### config.mk
export PLATFORM = sky130hd
export DESIGN_NAME = line_clear_controller
export DESIGN_NICKNAME = d
export VERILOG_FILES = /design/src/rtl/tetris_pkg.sv /design/src/rtl/row_full_detect.sv /design/src/rtl/line_clear_controller.sv
export SDC_FILE = /design/constraint.sdc
export NUM_CORES = 1
export LEC_CHECK = 0
export ABC_AREA = 0
export CORE_ASPECT_RATIO = 0.5
export CORE_MARGIN = 4
export CORE_UTILIZATION = 48
export DETAILED_ROUTE_END_ITERATION = 8
export PLACE_DENSITY = 0.92
export SLEW_MARGIN = 20
export SYNTH_ARGS = -nofsm -noshare
export SYNTH_HDL_FRONTEND = slang
export SYNTH_SLANG_ARGS = --single-unit
### constraint.sdc
create_clock -name Clk -period 3.2 [get_ports Clk]
set_input_delay 0.64 -clock Clk [delete_from_list [all_inputs] [get_ports Clk]]
set_output_delay 0.64 -clock Clk [all_outputs]
set_load 0.1 [all_outputs]
### src/rtl/tetris_pkg.sv
// rtl/tetris_pkg.sv - playfield geometry, row type, clear-controller states and line score table
package tetris_pkg;

  localparam int ROWS   = 20;
  localparam int COLS   = 10;
  localparam int CELL_W = 3;
  localparam int ROW_W  = COLS * CELL_W;

  typedef logic [ROW_W-1:0] row_t;

  typedef enum logic [2:0] {
    IDLE,
    MARK,
    FLASH,
    SCAN,
    FILL,
    SCORE,
    DONE
  } lcc_state_t;

  // Points for k rows cleared in one pass; anything beyond four scores like four.
  function automatic logic [3:0] LINE_SCORE(input logic [4:0] k);
    case (k)
      5'd0:    LINE_SCORE = 4'd0;
      5'd1:    LINE_SCORE = 4'd1;
      5'd2:    LINE_SCORE = 4'd3;
      5'd3:    LINE_SCORE = 4'd5;
      default: LINE_SCORE = 4'd8;
    endcase
  endfunction

endpackage

### src/rtl/row_full_detect.sv
// rtl/row_full_detect.sv - a row is full when every cell is nonzero
module row_full_detect
  import tetris_pkg::*;
(
  input  row_t row,
  output logic full
);

  logic [COLS-1:0] occupied;

  for (genvar j = 0; j < COLS; j++) begin : g_cell
    assign occupied[j] = |row[j*CELL_W +: CELL_W];
  end

  assign full = &occupied;

endmodule

### src/rtl/line_clear_controller.sv
// rtl/line_clear_controller.sv - marks full rows, compacts the grid downward, zero-fills the top, scores
// Optional row flash before compaction is enabled with LINE_FLASH_EN.
module line_clear_controller
  import tetris_pkg::*;
#(
  parameter int SCORE_W      = 10,
  parameter int FLASH_FRAMES = 8
) (
  input  logic               Clk,
  input  logic               Reset_n,
  input  logic               start,
  input  logic               score_clear,
  input  logic               frame_tick,
  output logic               busy,
  output logic               done,
  output logic [4:0]         grid_rd_row,
  input  row_t               grid_rd_data,
  output logic               grid_wr_en,
  output logic [4:0]         grid_wr_row,
  output row_t               grid_wr_data,
  output logic [2:0]         lines_cleared,
  output logic [SCORE_W-1:0] lines_total,
  output logic [SCORE_W-1:0] score,
  output logic [ROWS-1:0]    flash_mask
);

  localparam logic [4:0] LAST_ROW = 5'(ROWS - 1);

  lcc_state_t state, state_next;

  logic [4:0]      cnt;
  logic [4:0]      dst;
  logic [4:0]      k;
  logic [4:0]      k_mark;
  logic [ROWS-1:0] full_mask;
  logic            full;

  logic [SCORE_W:0]   score_sum;
  logic [SCORE_W:0]   total_sum;
  logic [SCORE_W-1:0] score_sat;
  logic [SCORE_W-1:0] total_sat;

  row_full_detect u_full (
    .row  (grid_rd_data),
    .full (full)
  );

  assign k_mark    = k + {4'b0, full};
  assign score_sum = {1'b0, score} + (SCORE_W+1)'(LINE_SCORE(k));
  assign total_sum = {1'b0, lines_total} + (SCORE_W+1)'(k);
  assign score_sat = score_sum[SCORE_W] ? '1 : score_sum[SCORE_W-1:0];
  assign total_sat = total_sum[SCORE_W] ? '1 : total_sum[SCORE_W-1:0];

`ifdef LINE_FLASH_EN
  localparam int FC_W = $clog2(FLASH_FRAMES + 1);
  logic [FC_W-1:0] fcnt;
  logic            flash_last;

  assign flash_last = frame_tick && (fcnt == FC_W'(FLASH_FRAMES - 1));

  always_ff @(posedge Clk or negedge Reset_n) begin
    if (!Reset_n) begin
      fcnt <= '0;
    end else if (state == MARK) begin
      fcnt <= '0;
    end else if (state == FLASH && frame_tick) begin
      fcnt <= fcnt + 1'b1;
    end
  end
`else
  logic unused_flash;
  assign unused_flash = frame_tick ^ (FLASH_FRAMES == 0);
`endif

  always_ff @(posedge Clk or negedge Reset_n) begin
    if (!Reset_n) begin
      state <= IDLE;
    end else begin
      state <= state_next;
    end
  end

  always_comb begin
    state_next = state;
    case (state)
      IDLE:  if (start) state_next = MARK;
      MARK: begin
        if (cnt == '0) begin
          if (k_mark == '0) begin
            state_next = DONE;
          end else begin
`ifdef LINE_FLASH_EN
            state_next = FLASH;
`else
            state_next = SCAN;
`endif
          end
        end
      end
`ifdef LINE_FLASH_EN
      FLASH: if (flash_last) state_next = SCAN;
`endif
      SCAN:  if (cnt == '0) state_next = FILL;
      FILL:  if (dst == '0) state_next = SCORE;
      SCORE: state_next = DONE;
      DONE:  state_next = IDLE;
      default: state_next = IDLE;
    endcase
  end

  always_comb begin
    busy         = (state != IDLE) && (state != DONE);
    done         = (state == DONE);
    grid_rd_row  = cnt;
    grid_wr_en   = 1'b0;
    grid_wr_row  = dst;
    grid_wr_data = '0;
    flash_mask   = '0;
    case (state)
      // Surviving rows slide down to dst; identical src/dst is skipped to avoid a redundant write.
      SCAN: begin
        if (!full_mask[cnt] && dst != cnt) begin
          grid_wr_en   = 1'b1;
          grid_wr_data = grid_rd_data;
        end
      end
      FILL: grid_wr_en = 1'b1;
`ifdef LINE_FLASH_EN
      FLASH: flash_mask = full_mask;
`endif
      default: ;
    endcase
  end

  always_ff @(posedge Clk or negedge Reset_n) begin
    if (!Reset_n) begin
      cnt           <= '0;
      dst           <= '0;
      k             <= '0;
      full_mask     <= '0;
      score         <= '0;
      lines_total   <= '0;
      lines_cleared <= '0;
    end else begin
      case (state)
        IDLE: begin
          if (start) begin
            cnt       <= LAST_ROW;
            k         <= '0;
            full_mask <= '0;
          end
        end
        MARK: begin
          full_mask[cnt] <= full;
          k              <= k_mark;
          if (cnt == '0) begin
            cnt <= LAST_ROW;
            dst <= LAST_ROW;
            if (k_mark == '0) lines_cleared <= '0;
          end else begin
            cnt <= cnt - 5'd1;
          end
        end
        SCAN: begin
          if (!full_mask[cnt]) dst <= dst - 5'd1;
          cnt <= cnt - 5'd1;
        end
        FILL:  if (dst != '0) dst <= dst - 5'd1;
        SCORE: lines_cleared <= (k > 5'd7) ? 3'd7 : k[2:0];
        default: ;
      endcase

      // A clear landing on the SCORE cycle wins and discards that pass's add.
      if (score_clear) begin
        score       <= '0;
        lines_total <= '0;
      end else if (state == SCORE) begin
        score       <= score_sat;
        lines_total <= total_sat;
      end
    end
  end

endmodule

==> results.md <==
- Outcome: finished, violations left
- Failing checks: negative setup slack
- Period utilisation layout: 101%
- Sequential area share after synthesis: 36.9%
- DRT iter0 DRCs: between 400 and 500
- First-pass GRT wire length: 20,300 um
- Initial antenna violation count: 0
- Vias in the first global route: 4,025
- DR DRC count: 0
- Worst hold margin: between 300 and 400 ps
- Clock skew: 5.23 ps
- Yosys warning count: 0
- Clk sinks: 61
- Clk slew on worst S/H paths: 50 ps
- Commonest non-fill, non-tap cells in the layout: 56 x dfrtp_1, 54 x buf_4, 46 x nor2_1
- Vias/cell: 6.04
- CTS tree: done
- Layout cells sized above 1: 28.9%
- Sequential cell area: 0.00154 mm2
- Fin. max-slew vios: 0
- Chip height: between 70 and 80 um
- Final GP Congestion: just over 0.9
- Routed WL: 14,400 um
- Delay-heaviest family, CP: flip-flops
- Final Hold Fails: 0
- Max FO, Critical Path: 8
- # IOs: 121
- Row count: 23
- Hold Path Class: in2async
- Slowest cell delay on critical path: 530 ps
- Setup CP Type: reg2out
- Antenna Cells: 0
- Core area: 0.00820 mm2
- Fmax: 309 MHz
- GR Util All Layers: 24.8%
- Clk buf depth: 2
- Largest net degree at the start of global routing: 33
- Asr flop ratio synth: 100%
- Least-Margin Pin Slew: around 760 ps
- RSZ-0062 raised after global routing: yes
- CP cell instances: buf_6, mux2_4, a31o_4, a31oi_4, nand2_2, nor2_4, buf_6, and2_2, buf_12
- WP data required: 2560 ps
- H-tree depth: 3
- Max transition margin: 49.1%
- PnR Total Power: 0.00456 W
- NumNets Final: 638
- Final WS setup: -35.0 ps
- Clock Latency Late Sink: 340 ps
- Width of the chip: 139 um
- Initial Util: 50.4%
- Worst setup EP type: primary output
- Die area: 0.0103 mm2
- Synth unique cells: 60
- Port Buffers: 99
- Setup-failing EPs final: 33
- DR pass1 iterations: 5
- Area of the multi-input gates: 0.00246 mm2
- Syn-to-layout area delta: 43.9%
- Post-synth EDFFs: 0
- WL per Instance: 20.5 um
- Total grt overflow: 0
- Post-synth top flop: dfrtp_1
- Commonest non-fill, non-tap cell in the layout: dfrtp_1
- Final min period: 3230 ps
- Total CTS buffers: 9
- Lkg Pwr: 2.68 nW
- Hold Buf Count CTS: 0
- Worst Path Buf+Inv: 3
- DRT antenna net count: 0
- Mapped cell area: 0.00414 mm2
- CTS Root Cell: clkbuf_16
- Startpoint type of the worst setup path: flop
- Pwr dens: 767 mW/mm2
- CP Data Arrival Time: roughly 2600 ps
- Hpwl dp: 8790 um
- Mapped Cells: 474
- Most common cell on crit path: buf_6
- Vias post-DR: around 4,200
- Fillers: 486
- Peak supply drop: 0.519 mV
- Crit path max-delay cell type: dfrtp_4
- Number of max-cap violations: 0
- Register bit total from synthesis: 61
- Synth Area per Inst: 8.73 um2
==> layout make-up <==
type                            count  share of cell area (%)
Tap cell                          112                    2.35
Multi-Input combinational cell    368                    41.3
Timing Repair Buffer              123                    23.9
Sequential cell                    61                    25.8
Inverter                           20                    1.26
Clock buffer                        9                    3.78
Clock inverter                      7                    1.51
==> report_power, final <==
| group | internal (W) | switching (W) | leakage (nW) |
|---|---|---|---|
| Combinational | 0.000733 | 0.00168 | 1.73 |
| Clock | 0.000677 | 0.000374 | 0.151 |
| Sequential | 0.000891 | 0.000209 | 0.805 |
==> path summary, 6_finish.rpt <==
check,cells after the start,endpoint,start,slack (ps)
worst max-delay path,9,grid_wr_data[0],grid_rd_row[0]$_DFFE_PN0P_,-30
worst min-delay path,1,score[2]$_DFFE_PN0P_,Reset_n,370
worst max register to register,10,score[7]$_DFFE_PN0P_,k[2]$_DFFE_PN0P_,530
worst min register to register,2,full_mask[5]$_DFFE_PN0P_,full_mask[5]$_DFFE_PN0P_,510
max in group asynchronous,2,grid_rd_row[0]$_DFFE_PN0P_,Reset_n,2090
min in group Clk,2,full_mask[5]$_DFFE_PN0P_,full_mask[5]$_DFFE_PN0P_,510
==> per-layer routing <==
layer	vias to the layer above	track usage [%]	routed length, um
met3	69	6.44	1170
met2	268	44.7	7230
li1	1854	-	-
met4	0	9.98	546
met5	-	0	0
met1	2034	28.9	5420
==> cell usage after synthesis (3+ instances only) <==
| cell type | count | area share, % |
|---|---|---|
| dfrtp_1 | 61 | 37 |
| nor2_1 | 47 | 4.3 |
| nand3_1 | 43 | 5.2 |
| and2_1 | 33 | 5.0 |
| nor3_1 | 30 | 3.6 |
| nand2_1 | 22 | 2.0 |
| buf_4 | 21 | 3.8 |
| o21ai_0 | 21 | 2.5 |
| inv_1 | 20 | 1.8 |
| ha_1 | 18 | 5.4 |
| a21oi_1 | 16 | 1.9 |
| clkbuf_1 | 15 | 1.4 |
| xnor2_1 | 10 | 2.1 |
| a211oi_1 | 8 | 1.5 |
| xor2_1 | 7 | 1.5 |
| a21o_1 | 6 | 1.1 |
| nand4_1 | 6 | 0.91 |
| nor2b_1 | 6 | 0.91 |
| a31o_2 | 5 | 1.1 |
| a31oi_1 | 5 | 0.76 |
| mux2_2 | 5 | 1.4 |
| a22o_1 | 4 | 0.85 |
| nor3b_1 | 4 | 0.73 |
| o22ai_1 | 4 | 0.60 |
| a311oi_1 | 3 | 0.64 |
| buf_2 | 3 | 0.36 |
| clkbuf_2 | 3 | 0.36 |
| mux2i_1 | 3 | 0.73 |
| o31ai_1 | 3 | 0.54 |
==> through the flow <==
stage | utilization, % | setup TNS [ps] | setup slack (ps) | area, um2 | instances
floorplan | - | 0 | 55.1 | 4260 | 493
global placement | 66.5 | -304 | -97.2 | 5460 | 675
detailed placement | 66.5 | -715 | -194 | 5460 | 675
CTS | 70.5 | 0 | 14.6 | 5780 | 692
global route | 72.6 | -3310 | -121 | 5950 | 700
finish | 72.6 | -538 | -35.0 | 5950 | 700
==> worst register-to-register path: cells and delay by family (launching register included) <==
| family | cells | cell delay [ps] |
|---|---|---|
| flops | 1 | 460 |
| buf+inv | 1 | 140 |
| compound gates | 3 | 620 |
| fa+ha+maj | 1 | 310 |
| simple gates | 5 | 1070 |
==> state kept, by name, indices dropped and copies added (netlist names) <==
register	count
grid_rd_row	5
lines_cleared	3
lines_total	10
grid_wr_row	5
state	3
score	10
full_mask	20
k	5
==> kinds of logic after synthesis <==
group           share of synthesized area, %
xor+xnor                                3.60
buf+inv                                 8.26
flops                                   36.9
simple gates                            26.2
mux                                     2.99
other cells                           0.0907
compound gates                          15.6
fa+ha+maj                               6.41
==> what timing repair did <==
item                       4_1_cts  5_1_grt
resized for setup                2       44
setup endpoints to repair       30       33
buffers inserted                 1        5
cloned                           0        3
pin swaps                        0       16
Note: power is estimated with default switching activity, not from simulation.
==> RTL edit, RTL diff (same flow settings) <==
Change the parameter `SCORE_W` from 10 to 20.
--- a/src/rtl/line_clear_controller.sv
+++ b/src/rtl/line_clear_controller.sv
@@ -5,3 +5,3 @@
 #(
-  parameter int SCORE_W      = 10,
+  parameter int SCORE_W      = 20,
   parameter int FLASH_FRAMES = 8
Ports: changed (resized lines_total and score); port bits go from 121 to 141. No check against the original RTL was run, so the function may have changed too.
==> RTL edit against the unedited design <==
- utilization decreased by 4.9 points
- setup slack improved by 0.16 ns
- global-route usage decreased by 1.4 points
- largest cell class unchanged
- cell area increased by 19%
- sequential cell count increased by 20
- area after synthesis increased by 28%
- wire length increased by 7.5%
- total power increased by 29%
- sequential share of layout area increased by 2.9 points
==> RTL edit: results <==
export IMPL_io_buffers=119
export IMPL_track_usage_pct=23.39
export IMPL_outcome="complete, no violations"
export IMPL_clock_fmax_mhz=325.2
export IMPL_synth_cell_types=65
export IMPL_slowest_stage="mux4_2"
export IMPL_drtIter0Drc=431
export IMPL_grt_max_degree=52
export IMPL_wl_per_cell_um=17.90
export IMPL_ys_top_cells_by_area="dfrtp_1 38%, and3_1 5.1%, ha_1 4.2%, nand3_1 4.2%, nor3_1 3.7%"
export IMPL_n_fill_cell=794
export IMPL_cpPeakStageDelay_ns=0.55
export IMPL_avgSynthCellArea_um2=8.654
export IMPL_crit_fanout=16
export IMPL_critical_path_top_delay_family="compound AO/OA/AOI/OAI gates"
export IMPL_dp_cells=845
export IMPL_wl_mm=15.43
export IMPL_reg_top3="full_mask (20), lines_total (20), score (20)"
export IMPL_r2r_slack_ns=0.34
export IMPL_pre_cts_ws_ns=-0.1100
export IMPL_final_nets=772
export IMPL_place_area_um2=6749
export IMPL_vias_per_cell=6.126
export IMPL_yosys_warnings=0
export IMPL_arrival_ns=2.43
export IMPL_grt_pass1_vias=5011
export IMPL_peakVddDrop_uv=454.9
export IMPL_cts_sinks=81
export IMPL_dp_hpwl_mm=10.68
export IMPL_drive_gt1_share_pct=23.68
export IMPL_ys_seq_area_share_pct=38.21
export IMPL_worst_pin_slew_ns=0.8667
export IMPL_routabilityCongestion=0.8680
export IMPL_ys_top_cells_by_count="81 x dfrtp_1, 49 x nor2_1, 45 x nand3_1"
export IMPL_cts_setup_buffers=0
export IMPL_grt_pass1_wl_mm=24.32
RTL edit: cell types whose count changed in the layout (fill, tap and decap cells not counted), sizes merged, moves of 7 or more:
cell / delta
a31oi: +8
and2: -30
and3: +41
buf: +13
dfrtp: +20
nand2: +20
nand4: +7
nor3: +9
o21ai: +21
RTL edit: timing repair:
action / CTS / global route
gates cloned: 0 / 1
gates resized for setup: 1 / 4
pin swaps: 0 / 1
setup endpoints to repair: 31 / 34
RTL edit: report_power, final:
group / switching [mW] / internal, mW
logic: 2.38 / 0.998
registers: 0.263 / 1.20
clock network: 0.444 / 0.608
RTL edit: final cells by class:
type	instances	share of cell area, %
sequential	81	28.66
multi-input combinational	473	42.87
timing repair buffer	135	20.91
tap	140	2.472
inverter	17	0.9006
clock buffer	10	3.232
clock inverter	6	0.9536
RTL edit: cells by family after synthesis:
kind of cell,synth area share (%)
multiplexers,3.066
adder cells (fa/ha/maj),5.000
other,0.07069
flip-flops,38.21
AND/OR/NAND/NOR,26.34
XOR/XNOR,1.816
AO/OA/AOI/OAI,17.93
buffers and inverters,7.571
RTL edit: path summary, 6_finish.rpt:
path                                   from          endpoint  cells past startpoint
min reg2reg                lines_cleared[1]  lines_cleared[1]                      1
max in group asynchronous           Reset_n      full_mask[3]                      2
max reg2reg                            k[4]         score[11]                     11
min in group Clk           lines_cleared[1]  lines_cleared[1]                      1
max                          grid_rd_row[0]   grid_wr_data[8]                      5
min                                 Reset_n         score[14]                      1
RTL edit: metrics by stage:
step / TNS, ns / utilization, % / hold WS [ns] / power (mW)
2_1_floorplan: -0.1807 / - / 0.3444 / 3.873
3_3_place_gp: -0.04903 / 64.43 / 0.4818 / 4.645
3_5_place_dp: -0.2405 / 64.43 / 0.4802 / 4.731
4_1_cts: 0 / 67.33 / 0.3581 / 5.822
5_1_grt: -0.006575 / 67.64 / 0.3792 / 6.173
6_report: 0 / 67.64 / 0.3337 / 5.889
RTL edit: per-layer routing:
| layer | GRT usage (%) | routed length [um] |
|---|---|---|
| met1 | 27.50 | 6004 |
| met3 | 6.091 | 1410 |
| met5 | 0 | 0 |
| met4 | 7.100 | 280 |
| met2 | 42.78 | 7739 |
